===== config.mk =====
export PLATFORM = sky130hd
export DESIGN_NAME = branch_predictor_param_flat
export DESIGN_NICKNAME = d
export VERILOG_FILES = /design/src/rtl/branch_predictor_param_if.sv /design/src/rtl/branch_predictor_param.sv /design/src/flat_wrapper.sv
export SDC_FILE = /design/constraint.sdc
export NUM_CORES = 1
export LEC_CHECK = 0
export CAP_MARGIN = 5
export CORE_MARGIN = 4
export CORE_UTILIZATION = 62
export DETAILED_ROUTE_END_ITERATION = 6
export GPL_TIMING_DRIVEN = 1
export MAX_ROUTING_LAYER = met4
export PLACE_DENSITY_LB_ADDON = 0.05
export SYNTH_ARGS = -nofsm -noshare
export SYNTH_HDL_FRONTEND = slang
export SYNTH_SLANG_ARGS = --single-unit
export TNS_END_PERCENT = 100

===== constraint.sdc =====
create_clock -name clk -period 12.5 [get_ports clk]
set_input_delay 1.875 -clock clk [delete_from_list [all_inputs] [get_ports clk]]
set_output_delay 1.875 -clock clk [all_outputs]
set_load 0.02 [all_outputs]

===== src/rtl/branch_predictor_param_if.sv =====
// Decode-side lookup, resolve-side update and debug/statistics bundle
// for the parametrised branch predictor.
interface branch_predictor_param_if #(
    parameter int IDX_BITS = 6,
    parameter int HIST_LEN = 6,
    parameter int STAT_W   = 16
);
    logic                lk_valid;
    logic [29:0]         lk_pc;
    logic [2:0]          lk_branchType;
    logic                lk_predict;
    logic [IDX_BITS-1:0] lk_index;
    logic                upd_valid;
    logic [IDX_BITS-1:0] upd_index;
    logic                upd_taken;
    logic                upd_mispredict;
    logic [STAT_W-1:0]   stat_lookups;
    logic [STAT_W-1:0]   stat_mispredicts;
    logic [HIST_LEN-1:0] ghr;

    modport master (
        output lk_valid, lk_pc, lk_branchType,
        output upd_valid, upd_index, upd_taken, upd_mispredict,
        input  lk_predict, lk_index,
        input  stat_lookups, stat_mispredicts, ghr
    );

    modport slave (
        input  lk_valid, lk_pc, lk_branchType,
        input  upd_valid, upd_index, upd_taken, upd_mispredict,
        output lk_predict, lk_index,
        output stat_lookups, stat_mispredicts, ghr
    );
endinterface


===== src/rtl/branch_predictor_param.sv =====
// Saturating-counter branch predictor with bimodal or gshare indexing,
// commit-time global history and saturating statistics.
module branch_predictor_param #(
    parameter int IDX_BITS = 6,
    parameter int CNT_W    = 2,
    parameter int MODE     = 0,
    parameter int HIST_LEN = 6,
    parameter int STAT_W   = 16
) (
    input logic clk,
    input logic rst,
    branch_predictor_param_if.slave bp
);
    localparam int ENTRIES = 1 << IDX_BITS;
    localparam logic [CNT_W-1:0] CNT_MAX  = '1;
    localparam logic [CNT_W-1:0] CNT_INIT =
        CNT_W'((1 << (CNT_W - 1)) - 1);

    if (IDX_BITS < 2 || IDX_BITS > 12) begin : g_bad_idx
        $error("IDX_BITS out of range 2..12");
    end
    if (CNT_W < 1 || CNT_W > 4) begin : g_bad_cnt
        $error("CNT_W out of range 1..4");
    end
    if (MODE != 0 && MODE != 1) begin : g_bad_mode
        $error("MODE must be 0 or 1");
    end
    if (HIST_LEN < 1 || HIST_LEN > IDX_BITS) begin : g_bad_hist
        $error("HIST_LEN out of range 1..IDX_BITS");
    end
    if (STAT_W < 1) begin : g_bad_stat
        $error("STAT_W must be positive");
    end

    logic [CNT_W-1:0]    table_q [ENTRIES];
    logic [HIST_LEN-1:0] ghr_q, ghr_d, ghr_shift;
    logic [STAT_W-1:0]   lookups_q, lookups_d;
    logic [STAT_W-1:0]   mispred_q, mispred_d;
    logic [CNT_W-1:0]    cur_cnt, nxt_cnt;
    logic [IDX_BITS-1:0] lk_idx;
    logic                is_branch;

    // Bits of the PC above the index never take part in the lookup.
    logic unused_pc;
    assign unused_pc = ^bp.lk_pc;

    if (MODE == 1) begin : g_gshare
        assign lk_idx = bp.lk_pc[IDX_BITS-1:0] ^ IDX_BITS'(ghr_q);
    end else begin : g_bimodal
        assign lk_idx = bp.lk_pc[IDX_BITS-1:0];
    end

    if (HIST_LEN == 1) begin : g_hist1
        assign ghr_shift = bp.upd_taken;
    end else begin : g_histn
        assign ghr_shift = {ghr_q[HIST_LEN-2:0], bp.upd_taken};
    end

    assign is_branch     = (bp.lk_branchType != 3'd0);
    assign bp.lk_index   = lk_idx;
    assign bp.lk_predict = table_q[lk_idx][CNT_W-1] & is_branch;
    assign bp.ghr              = ghr_q;
    assign bp.stat_lookups     = lookups_q;
    assign bp.stat_mispredicts = mispred_q;

    always_comb begin
        cur_cnt   = table_q[bp.upd_index];
        nxt_cnt   = cur_cnt;
        ghr_d     = ghr_q;
        lookups_d = lookups_q;
        mispred_d = mispred_q;
        if (bp.upd_taken) begin
            if (cur_cnt != CNT_MAX) nxt_cnt = cur_cnt + CNT_W'(1);
        end else begin
            if (cur_cnt != '0) nxt_cnt = cur_cnt - CNT_W'(1);
        end
        if (bp.upd_valid) ghr_d = ghr_shift;
        if (bp.lk_valid && is_branch && lookups_q != '1)
            lookups_d = lookups_q + STAT_W'(1);
        if (bp.upd_valid && bp.upd_mispredict && mispred_q != '1)
            mispred_d = mispred_q + STAT_W'(1);
    end

    always_ff @(posedge clk or posedge rst) begin
        if (rst) begin
            for (int i = 0; i < ENTRIES; i++) table_q[i] <= CNT_INIT;
        end else if (bp.upd_valid) begin
            table_q[bp.upd_index] <= nxt_cnt;
        end
    end

    always_ff @(posedge clk or posedge rst) begin
        if (rst) begin
            ghr_q     <= '0;
            lookups_q <= '0;
            mispred_q <= '0;
        end else begin
            ghr_q     <= ghr_d;
            lookups_q <= lookups_d;
            mispred_q <= mispred_d;
        end
    end
endmodule


===== src/flat_wrapper.sv =====
// flat-port wrapper written by rule: the top's interface ports become plain ports
module branch_predictor_param_flat 
#(
    parameter int IDX_BITS = 6,
    parameter int CNT_W    = 2,
    parameter int MODE     = 0,
    parameter int HIST_LEN = 6,
    parameter int STAT_W   = 16
)
  (clk, rst, bp_lk_valid, bp_lk_pc, bp_lk_branchType, bp_upd_valid, bp_upd_index, bp_upd_taken, bp_upd_mispredict, bp_lk_predict, bp_lk_index, bp_stat_lookups, bp_stat_mispredicts, bp_ghr);
  branch_predictor_param_if #(.IDX_BITS(IDX_BITS), .HIST_LEN(HIST_LEN), .STAT_W(STAT_W)) bp_i ();
  input logic clk;
  input logic rst;
  input wire logic [$bits(bp_i.lk_valid)-1:0] bp_lk_valid;
  input wire logic [$bits(bp_i.lk_pc)-1:0] bp_lk_pc;
  input wire logic [$bits(bp_i.lk_branchType)-1:0] bp_lk_branchType;
  input wire logic [$bits(bp_i.upd_valid)-1:0] bp_upd_valid;
  input wire logic [$bits(bp_i.upd_index)-1:0] bp_upd_index;
  input wire logic [$bits(bp_i.upd_taken)-1:0] bp_upd_taken;
  input wire logic [$bits(bp_i.upd_mispredict)-1:0] bp_upd_mispredict;
  output wire logic [$bits(bp_i.lk_predict)-1:0] bp_lk_predict;
  output wire logic [$bits(bp_i.lk_index)-1:0] bp_lk_index;
  output wire logic [$bits(bp_i.stat_lookups)-1:0] bp_stat_lookups;
  output wire logic [$bits(bp_i.stat_mispredicts)-1:0] bp_stat_mispredicts;
  output wire logic [$bits(bp_i.ghr)-1:0] bp_ghr;
  assign bp_i.lk_valid = bp_lk_valid;
  assign bp_i.lk_pc = bp_lk_pc;
  assign bp_i.lk_branchType = bp_lk_branchType;
  assign bp_i.upd_valid = bp_upd_valid;
  assign bp_i.upd_index = bp_upd_index;
  assign bp_i.upd_taken = bp_upd_taken;
  assign bp_i.upd_mispredict = bp_upd_mispredict;
  assign bp_lk_predict = bp_i.lk_predict;
  assign bp_lk_index = bp_i.lk_index;
  assign bp_stat_lookups = bp_i.stat_lookups;
  assign bp_stat_mispredicts = bp_i.stat_mispredicts;
  assign bp_ghr = bp_i.ghr;
  branch_predictor_param #(.IDX_BITS(IDX_BITS), .CNT_W(CNT_W), .MODE(MODE), .HIST_LEN(HIST_LEN), .STAT_W(STAT_W)) u_core (.clk(clk), .rst(rst), .bp(bp_i));
endmodule

[After elaboration in Yosys (flattened, before gate mapping)]
Cells that the tools add are included.
Storage, ports and cells
  register bits after elaboration: 166
  bits of input ports: 45
  logic and storage cells: 99
Cells by class
  add/sub/neg operators: 4
  $lt $le $gt $ge: 3
  equal/unequal tests: 3
  muxes and demuxes: 12
  bitwise operators: 3
  reductions and logical operators: 7
Operators by type and width (number)
  128-bit bitwise mux: 1
  16-bit by 1-bit adder with 16-bit output, second input constant: 2
  16-bit inequality test, second input constant: 2
  2-bit binary-select mux with 6-bit select: 2
  2-bit 2-to-1 mux: 8
  7-bit >= comparator, second input constant: 2
  6-bit inverter with 7-bit output: 2
  2-bit demux with 6-bit select: 1
  7-bit by 1-bit less-than comparator with 1-bit output, second input constant: 1
  1-bit logical AND: 5
  3-bit nonzero test: 1
  2-bit by 1-bit adder with 2-bit output, second input constant: 1
  2-bit inequality test, second input constant: 1
  2-bit nonzero test: 1
  2-bit by 1-bit subtractor with 2-bit output, second input constant: 1
  1-bit AND: 1

[Longest topological paths before layout]
Gate-level depths: netlist of run 1.
  word-level depth: 8
  depth in mapped cells: 12
  gate-level depth less buffers: 7

[Least setup slack after synthesis of run 1]
No wires, ideal clock.
  kind: input-to-output
  start: input bp_lk_pc[0]
  end: output bp_lk_predict
  arrival: 4.470 ns
  slack: 6.155 ns
  cell stages on the path: 6
  cells stage by stage: clkbuf_1 buf_1 mux4_2 mux4_2 mux4_2 and2_1
Between the ends
  word-level cells in the longest chain between the ends: 5
RTL lines
  start: declaration: RTL line flat_wrapper.sv:15  | input wire logic [$bits(bp_i.lk_pc)-1:0] bp_lk_pc;
  6-bit inverter with 7-bit output (not written as such): RTL line branch_predictor_param.sv:61  | assign bp.lk_predict = table_q[lk_idx][CNT_W-1] & is_branch;
  2-bit binary-select mux with 6-bit select: RTL line branch_predictor_param.sv:61
  2-bit 2-to-1 mux (not written as such) (2 in series): RTL line branch_predictor_param.sv:61
  1-bit AND: RTL line branch_predictor_param.sv:61
  end: declaration: RTL line flat_wrapper.sv:21  | output wire logic [$bits(bp_i.lk_predict)-1:0] bp_lk_predict;
No other way between the ends. The select of a mux whose other input is x is not followed.

[Final worst setup path of run 1]
  start: input bp_lk_pc[1]
  end: output bp_lk_predict
Same word-level chain as after synthesis.

==> qor.yml, run 1 <==
synth_fa_ha_area_frac: 0.005483
routabilityCongestion: 0.8689
synth_compound_area_frac: 0.03838
ctsResizeCount: 0
ant_nets: 0
rr_worst_depth: 7
grt_pass1_vias: 6064
muxShareOfSynthArea: 0.2975
drc: 0
fin_nets: 757
cp_max_fo: 17
grt-ovfl-total: 0
cts_root_buf: "clkbuf_16"
placed_cells_incl_taps: 867
path_common_cell: "mux4_2"
via_per_inst: 6.436
postRouteWirelength_um: 20690
cts_buffers: 17
drv_slew: 0
rsz0062_at_grt: "false"
die_x_um: 126.3
synth_seq_cells: 166
drtIter0Drc: 602
synth_xor_area_frac: 0.03030
synthSimpleGateAreaFrac: 0.1033
yosys_warnings: 0
top_level_ports: 90
synth.area.top_cells: "dfrtp_1, dfstp_2, mux2_2"
synth_top_family_by_area: "multiplexers"
grt_usage: 0.2783
endpoint: "bp_lk_predict"
fmax_mhz: 139.4
holdBufCountCts: 0
ys.flop_type: "dfrtp_1"
grt_max_degree: 90
clock_skew_ps: 11.93
synth_top_area_frac: 0.2944
grt_pass1_wl_um: 33670
worstPathCellList: "clkdlybuf4s50_1, mux4_2, mux4_2, mux4_2, and2_1, clkdlybuf4s50_1"
vias: 5786
async_flop_share: 1.000
wl_met2_um: 10190
synthDistinctLibCells: 49
n_antenna_cell: 0
timing.slew.headroom: 0.2007
coreArea_um2: 13450
yosys.area.top_type: "dfrtp_1"
crit_type: "primary input to primary output"
clkTransAtPathRegs_ps: 60
regToRegEndpoint: "u_core.table_q[89]$_DFFE_PP0P_"
period_needed_ps: 7173
io_buffers: 65
dpl.hpwl_um: 13140
required_ps: 10620
cts-htree-levels: 4
outcome: "complete, no violations"
reg2reg_setup_slack_ps: 9360
syn-mean-instance-area_um2: 13.04
highest_layer: "met4"
period_share: 0.5738
fin_cells: 899
crit_path_top_delay_cell: "clkdlybuf4s50_1"
hold_path.class: "flop to flop"
die_height_um: 126.3
rows: 42
post_drt_wl_per_cell_um: 23.01
p_leak_nw: 4.139
post-cts-setup-buffers: 0
yosysSeqAreaShare: 0.4883
drive_above_1_share: 0.4025
dieArea_um2: 15940
cp-start-kind: "primary input"
ir_drop_uv: 135.2
clkSinkCount: 166
fin_tns_setup_ps: 0
reg2reg_from: "u_core.table_q[18]$_DFFE_PP1P_"
slowest_delay_ps: 1110
hold_viol: 0
startpoint: "bp_lk_pc[1]"
end_kind: "primary output"
met3_length_um: 1509
insertion_delay_ps: 430
tightest_slew_ps: 1199
synth.most_common_cell: "mux2_2"
cts_tree: "done"
cts_max_path_buffers: 2
cp_data_arrival_time_ps: 5300
synth_edf_count: 0
setup_viol: 0
syn_nets: 712
antenna_found_initial: 0
drt-met1-wl_um: 8494
postSynthCellCount: 665
yosys-top-cells-count: "mux2_2, dfrtp_1, dfstp_2"
start_util: 0.6445
drt-pass1-iter-count: 5
cap_violations: 0
syn2layout_area_growth_pct: 14.49
syn_area_um2: 8671
p_per_area_nw_per_um2: 155.7
## cell type report
| cell class | count | area, µm² |
|---|---|---|
| Sequential cell | 166 | 4234 |
| Timing Repair Buffer | 70 | 683.2 |
| Tap cell | 176 | 220.2 |
| Clock inverter | 12 | 178.9 |
| Multi-Input combinational cell | 447 | 4139 |
| Clock buffer | 20 | 436.7 |
| Inverter | 8 | 35.03 |
| Fill cell | 909 | 3526 |
## registers in the layout, indices dropped and copies added, names as in the netlist
signal                      count
u_core.bp.stat_mispredicts     16
u_core.bp.stat_lookups         16
u_core.bp.ghr                   6
u_core.table_q                128
## metal layers
layer | track usage | vias to the layer above
li1 | - | 2526
met1 | 0.3572 | 2956
met2 | 0.4419 | 261
met3 | 0.06986 | 43
met4 | 0.08517 | 0
met5 | - | -
## cell families (layout without fill, tap and decap cells)
| family | Yosys count | count (layout) |
|---|---|---|
| AO/OA/AOI/OAI | 42 | 42 |
| XOR/XNOR | 30 | 30 |
| adder cells (fa/ha/maj) | 4 | 4 |
| buffers and inverters | 52 | 110 |
| flip-flops | 166 | 166 |
| multiplexers | 187 | 187 |
| AND/OR/NAND/NOR | 184 | 184 |
## cells in the final DEF (no fill, tap or decap), drive strengths merged, types with 5 or more instances in the layout
cell type      instances
mux2                 140
dfrtp                102
clkdlybuf4s50         64
dfstp                 64
nor2                  50
nand2                 50
mux4                  39
nand3                 20
clkbuf                20
xnor2                 15
xor2                  15
nor2b                  9
nand3b                 9
nand4                  9
nor3                   9
mux2i                  8
a221oi                 8
a21oi                  8
inv                    8
and2                   6
buf                    6
and3                   5
a22o                   5
clkinv                 5
## critical path: cells and delay by family
| family | cells | cell delay (ps) |
|---|---|---|
| mux | 3 | 1610 |
| simple gates | 1 | 170 |
| buf+inv | 2 | 1640 |
## worst min-delay path by stage
stage / end / startpoint / slack (ps) / depth (start not counted)
3_3_place_gp: u_core.bp.stat_mispredicts[14]$_DFFE_PP0P_ / u_core.bp.stat_mispredicts[14]$_DFFE_PP0P_ / 480 / 1
3_5_place_dp: u_core.bp.stat_lookups[14]$_DFFE_PP0P_ / u_core.bp.stat_lookups[14]$_DFFE_PP0P_ / 480 / 1
2_1_floorplan: u_core.table_q[27]$_DFFE_PP0P_ / u_core.table_q[27]$_DFFE_PP0P_ / 490 / 1
4_1_cts: u_core.bp.stat_lookups[14]$_DFFE_PP0P_ / u_core.bp.stat_lookups[14]$_DFFE_PP0P_ / 490 / 1
6_report: u_core.bp.stat_lookups[14]$_DFFE_PP0P_ / u_core.bp.stat_lookups[14]$_DFFE_PP0P_ / 490 / 1
5_1_grt: u_core.bp.stat_mispredicts[14]$_DFFE_PP0P_ / u_core.bp.stat_mispredicts[14]$_DFFE_PP0P_ / 510 / 1
## power by group
| part | switching (mW) | total (mW) | internal, mW | leakage [nW] |
|---|---|---|---|---|
| Clock | 0.214 | 0.548 | 0.334 | 0.290 |
| Sequential | 0.0636 | 0.698 | 0.634 | 2.02 |
| Combinational | 0.148 | 0.300 | 0.152 | 1.83 |
## per-stage QoR
stage | util | power (mW) | instance area, µm² | worst slack (ps) | hold slack (ps)
after floorplan | - | 0.8918 | 8671 | 6155 | 488.7
after global routing | 0.7379 | 1.612 | 9927 | 5281 | 513.6
after global placement | 0.6922 | 0.9868 | 9311 | 5394 | 479.4
final | 0.7379 | 1.545 | 9927 | 5327 | 489.5
after detailed placement | 0.6922 | 1.002 | 9311 | 5356 | 480.6
after CTS | 0.7379 | 1.552 | 9927 | 5359 | 492.8
No activity file was read; power rests on OpenSTA's default activity.
==> inputs of run 2 (changes only) <==
Settings changed: CORE_UTILIZATION 62 to 52.
Clock period 12.5 ns to 6.4 ns, I/O delays scaled along.
==> run 2 against run 1 <==
Compared with the run above: sequential power rose by 95%; largest power group unchanged; critical path type unchanged; wire length increased by 4.1%; final cell count up 4.9%; critical endpoint unchanged.
==> qor.yml, run 2 (synthesis results as in run 1) <==
outcome: "complete, no violations"  # unchanged
drive_above_1_share: 0.4099  # was 0.4025
clock_skew_ps: 11.25  # was 11.93 ps
cts_root_buf: "clkbuf_16"  # unchanged
drc: 0  # unchanged
cts_buffers: 17  # unchanged
rows: 46  # was 42
hold_viol: 0  # unchanged
clkTransAtPathRegs_ps: 60  # about the same
fin_nets: 761  # was 757
insertion_delay_ps: 430  # about the same
final_common_cell: "mux2_2"  # unchanged
cts-htree-levels: 4  # unchanged
crit_buf_inv: 3  # was 2
fmax_mhz: 189.5
vias: 5794  # was 5,786
crit_type: "primary input to primary output"  # unchanged
largest_register: "u_core.table_q"  # unchanged
routabilityCongestion: 0.8960  # was 0.8689
holdBufCountCts: 0  # unchanged
n_antenna_cell: 0  # unchanged
hold_end: "u_core.bp.stat_lookups[11]$_DFFE_PP0P_"  # was u_core.bp.stat_lookups[14]$_DFFE_PP0P_
cts_max_path_buffers: 2  # unchanged
post-cts-setup-buffers: 0  # unchanged
fin_cells: 943  # was 899
reg2reg_setup_slack_ps: 3190  # was 9360 ps
p_per_area_nw_per_um2: 304.9  # was 155.7 nW/µm²
placed_cells_incl_taps: 911  # was 867
timing.slew.headroom: 0.1972  # was 0.2007
post_drt_wl_per_cell_um: 22.85  # was 23.01 µm
cap_violations: 0  # unchanged
largest_reg_flops: 128  # unchanged
grt_pass1_wl_um: 34160  # was 33,670 µm
path_common_cell: "mux4_2"  # unchanged
dieArea_um2: 18800  # was 15,940 µm²
met2_usage: 0.3823  # was 0.4419
coreArea_um2: 16120  # was 13,450 µm²
final_cell_mix: "mux2_2, dfrtp_1, dfstp_2, clkdlybuf4s50_1"  # was mux2_2, dfrtp_1, clkdlybuf4s50_1, dfstp_2
reg2reg_from: "u_core.table_q[18]$_DFFE_PP1P_"  # unchanged
cp_max_fo: 10  # was 17
use_met1: 0.3371  # was 0.3572
combPwrFrac: 0.191  # was 0.194
fin_tns_setup_ps: 0  # unchanged
tightest_slew_ps: 1204  # was 1199 ps
p_leak_nw: 4.190  # was 4.139 nW
die_height_um: 137.1  # was 126.3 µm
holdPathStages: 1  # unchanged
antenna_found_initial: 0  # unchanged
grt_max_degree: 111  # was 90
regToRegEndpoint: "u_core.table_q[25]$_DFFE_PP0P_"  # was u_core.table_q[89]$_DFFE_PP0P_
top_level_ports: 90  # unchanged
grt_pass1_vias: 5957  # was 6,064
io_buffers: 65  # unchanged
pwr-share-seq: 0.445  # was 0.451
cp_data_arrival_time_ps: 4320  # was 5300 ps
required_ps: 5440  # was 10,620 ps
grt-ovfl-total: 0  # unchanged
period_needed_ps: 5278
ir_drop_uv: 205.0  # was 135.2 µV
slowest_delay_ps: 860  # was 1110 ps
drt-pass1-iter-count: 5  # unchanged
ant_nets: 0  # unchanged
path_depth: 7  # was 6
drv_slew: 0  # unchanged
setup_viol: 0  # unchanged
cts_tree: "done"  # unchanged
clkPwrFrac: 0.365  # was 0.355
postRouteWirelength_um: 21540  # was 20,690 µm
met3_usage: 0.05404  # was 0.06986
crit_family: "buffers and inverters"  # unchanged
worstPathCellList: "clkdlybuf4s50_1, buf_12, mux4_2, mux4_2, mux4_2, and2_1, clkdlybuf4s50_1"  # was clkdlybuf4s50_1, mux4_2, mux4_2, mux4_2, and2_1, clkdlybuf4s50_1
end_kind: "primary output"  # unchanged
power_switching_mw: 0.8379  # was 0.4251 mW
rr_worst_depth: 7  # unchanged
clkSinkCount: 166  # unchanged
ctsResizeCount: 0  # unchanged
dpl.hpwl_um: 14460  # was 13,140 µm
p_int_mw: 2.223  # was 1.120 mW
crit_path_top_delay_cell: "clkdlybuf4s50_1"  # unchanged
period_share: 0.8247
die_x_um: 137.1  # was 126.3 µm
hold_path.class: "flop to flop"  # unchanged
start_util: 0.5380  # was 0.6445
p_total_mw: 3.061  # was 1.545 mW
rsz0062_at_grt: "false"  # unchanged
cp-start-kind: "primary input"  # unchanged
drtIter0Drc: 495  # was 602
grt_usage: 0.2485  # was 0.2783
via_per_inst: 6.144  # was 6.436
syn2layout_area_growth_pct: 15.79  # was 14.49%
p_sw_frac: 0.2737  # was 0.2751
hp-start: "u_core.bp.stat_lookups[11]$_DFFE_PP0P_"  # was u_core.bp.stat_lookups[14]$_DFFE_PP0P_
grt_busiest_layer: "met2"  # unchanged
## run 2: cell types whose count changed in the layout (fill, tap and decap cells not counted), moves of 2 or more
cell        previous run  this run
clkbuf_1               3         1
buf_4                  5         8
clkinvlp_4             3         0
inv_6                  1         3
clkbuf_8               0         3
## run 2: layer usage
metal  up-vias  share of wire
met5         -              0
met4         0          0.017
met3        30          0.063
met2       195           0.48
met1      3030           0.44
li1       2539              -
## run 2: worst register-to-register path: cells and delay by family, from the launching register on
family,cells,cell delay [ps]
multiplexers,2,970
adder cells (fa/ha/maj),1,730
flip-flops,1,380
AND/OR/NAND/NOR,1,280
AO/OA/AOI/OAI,3,730
## run 2: worst max path at each step
stage | startpoint | endpoint | slack [ps]
2_1_floorplan | rst | u_core.bp.ghr[0]$_DFFE_PP0P_ | 1060
3_3_place_gp | bp_lk_pc[0] | bp_lk_predict | 1110
3_5_place_dp | bp_lk_pc[0] | bp_lk_predict | 1120
4_1_cts | bp_lk_pc[0] | bp_lk_predict | 1100
5_1_grt | bp_lk_pc[0] | bp_lk_predict | 1010
6_report | bp_lk_pc[0] | bp_lk_predict | 1120
## run 2: power groups by stage
stage / registers [mW] / clock network, mW / logic, mW
floorplan: 1.39 / 0 / 0.347
global placement: 1.36 / 0 / 0.574
detailed placement: 1.38 / 0 / 0.588
CTS: 1.36 / 1.13 / 0.591
global route: 1.38 / 1.18 / 0.632
finish: 1.36 / 1.12 / 0.584
## run 2: metrics by stage
step,area (µm²),hold slack [ps],worst slack [ps],utilization
after floorplan,8671,488.7,1056,-
after global routing,10040,510.3,1011,0.6230
final,10040,495.1,1122,0.6230
after detailed placement,9399,491.5,1120,0.5832
after CTS,10040,501.6,1096,0.6230
after global placement,9399,479.7,1108,0.5832
## run 2: final cells by class
class | count | area [µm²]
clock buffers | 21 | 470.5
inverters | 8 | 35.03
flip-flops and latches | 166 | 4234
well taps | 216 | 270.3
clock inverters | 11 | 170.2
repair buffers | 74 | 720.7
multi-input cells | 447 | 4139
fillers | 1284 | 6076
==> inputs of run 3 (changes only) <==
Clock period 6.4 ns to 4.2 ns, I/O delays scaled along.
==> run 3 against run 2 <==
Compared with the run above: sequential power grew 53%; die area is the same; sequential share of layout area shrank 0.29 points; highest routed layer unchanged; critical endpoint unchanged; design area grew 0.70%; first-iteration DRC count grew 0.40%; combinational power grew 55%; total power grew 48%; largest cell class unchanged; final cell count grew 1.7%; clock skew grew 6.1 ps; via count grew 0.16%.
==> qor.yml, run 3 (synthesis results as in run 1) <==
met3_usage: 0.05368  # was 0.05404
dp_slack_ps: -47.43  # was 1120 ps
grt_pass1_vias: 6021  # was 5,957
use_met1: 0.3484  # was 0.3371
setup_viol: 0  # unchanged
cp-start-kind: "primary input"  # unchanged
grt_max_degree: 145  # was 111
dieArea_um2: 18800  # unchanged
die_height_um: 137.1  # unchanged
rows: 46  # unchanged
routabilityCongestion: 0.8865  # was 0.8960
holdBufCountCts: 0  # unchanged
layout_setup_ws_ps: 172.4  # was 1122 ps
cp_max_fo: 13  # was 10
cp_data_arrival_time_ps: 3400  # was 4320 ps
n_antenna_cell: 0  # unchanged
placed_area_um2: 9535  # was 9399 µm²
syn2layout_area_growth_pct: 16.59  # was 15.79%
hold_path.class: "flop to flop"  # unchanged
clkTransAtPathRegs_ps: 60  # about the same
fillers: 1265  # was 1,284
clock_skew_ps: 17.31  # was 11.25 ps
via_per_inst: 6.051  # was 6.144
fmax_mhz: 248.3
grt_usage: 0.2508  # was 0.2485
ant_nets: 0  # unchanged
ir_drop_uv: 316.9  # was 205.0 µV
clkSinkCount: 166  # unchanged
cts_buffers: 17  # unchanged
timing.slew.headroom: 0.3870  # was 0.1972
vias: 5803  # was 5,794
drv_slew: 0  # unchanged
cts-htree-levels: 4  # unchanged
post_drt_wl_per_cell_um: 22.52  # was 22.85 µm
p_total_mw: 4.543  # was 3.061 mW
top_level_ports: 90  # unchanged
drt-pass1-iter-count: 5  # unchanged
fin_hold_ws_ps: 494.8  # was 495.1 ps
fin_area_um2: 10110  # was 10,040 µm²
grt-ovfl-total: 0  # unchanged
grt_busiest_layer: "met2"  # unchanged
rsz0062_at_grt: "false"  # unchanged
fin_nets: 777  # was 761
drive_above_1_share: 0.4065  # was 0.4099
period_needed_ps: 4028
cts_tree: "done"  # unchanged
crit_type: "primary input to primary output"  # unchanged
cts_max_path_buffers: 2  # unchanged
insertion_delay_ps: 430  # about the same
coreArea_um2: 16120  # unchanged
final_common_cell: "mux2_2"  # unchanged
largest_register: "u_core.table_q"  # unchanged
post-cts-setup-buffers: 0  # unchanged
largest_reg_flops: 128  # unchanged
final_cell_mix: "mux2_2, dfrtp_1, dfstp_2, clkdlybuf4s50_1"  # unchanged
cts_root_buf: "clkbuf_16"  # unchanged
end_kind: "primary output"  # unchanged
die_x_um: 137.1  # unchanged
post-route-util: 0.6273  # was 0.6230
drtIter0Drc: 497  # was 495
ctsResizeCount: 1  # was 0
multi_input_area_um2: 4119  # was 4139 µm²
dpl.hpwl_um: 14730  # was 14,460 µm
register_area_um2: 4234  # unchanged
start_util: 0.5380  # unchanged
io_buffers: 65  # unchanged
antenna_found_initial: 0  # unchanged
grt_pass1_wl_um: 34290  # was 34,160 µm
met2_usage: 0.3708  # was 0.3823
postRouteWirelength_um: 21590  # was 21,540 µm
tightest_slew_ps: 912.5  # was 1204 ps
drc: 0  # unchanged
required_ps: 3570  # was 5440 ps
period_share: 0.9589
outcome: "complete, no violations"  # unchanged
hold_viol: 0  # unchanged
p_leak_nw: 4.236  # was 4.190 nW
cap_violations: 0  # unchanged
p_per_area_nw_per_um2: 449.4  # was 304.9 nW/µm²
-- run 3: worst max-delay path, stage by stage --
cell and delay [ps]:
clkdlybuf4s50_1 550, buf_12 180, mux4_2 500, mux4_2 530, mux4_2 520, and2_1 170, dlygate4sd2_1 310
-- run 3: power by group --
| group | total (mW) | internal (mW) | switching (mW) |
|---|---|---|---|
| logic | 0.907 | 0.471 | 0.436 |
| clock network | 1.56 | 0.952 | 0.609 |
| registers | 2.08 | 1.89 | 0.188 |
| total | 4.54 | 3.31 | 1.23 |
-- run 3: layout make-up --
class                   instances  area share
clock buffers                  27     0.04678
flip-flops and latches        166      0.4188
multi-input cells             447      0.4074
well taps                     216     0.02673
inverters                       8    0.003342
clock inverters                 5     0.01015
repair buffers                 90     0.08676
-- run 3: layer usage --
layer  wire (µm)  vias to the layer above
li1            -                     2566
met1        9530                     2979
met2       10240                      215
met3        1348                       43
met4         476                        0
met5           0                        -
-- run 3: metrics by stage --
stage                     std cells  TNS, ps
after global placement          927   -50.59
after CTS                       959        0
after floorplan                 665        0
after detailed placement        927   -47.43
after global routing            959        0
final                           959        0
-- run 3: path summary, 6_finish.rpt --
| check | cells past startpoint | slack [ps] | endpoint | start |
|---|---|---|---|---|
| max | 7 | 170 | bp_lk_predict | bp_lk_pc[0] |
| min | 1 | 490 | u_core.bp.stat_lookups[11]$_DFFE_PP0P_ | u_core.bp.stat_lookups[11]$_DFFE_PP0P_ |
| max reg2reg | 8 | 1300 | u_core.table_q[98]$_DFFE_PP1P_ | u_core.table_q[115]$_DFFE_PP0P_ |
| min reg2reg | 1 | 490 | u_core.bp.stat_lookups[11]$_DFFE_PP0P_ | u_core.bp.stat_lookups[11]$_DFFE_PP0P_ |
| max in group asynchronous | 3 | 2500 | u_core.table_q[125]$_DFFE_PP0P_ | rst |
| min in group asynchronous | 2 | 600 | u_core.bp.stat_mispredicts[11]$_DFFE_PP0P_ | rst |
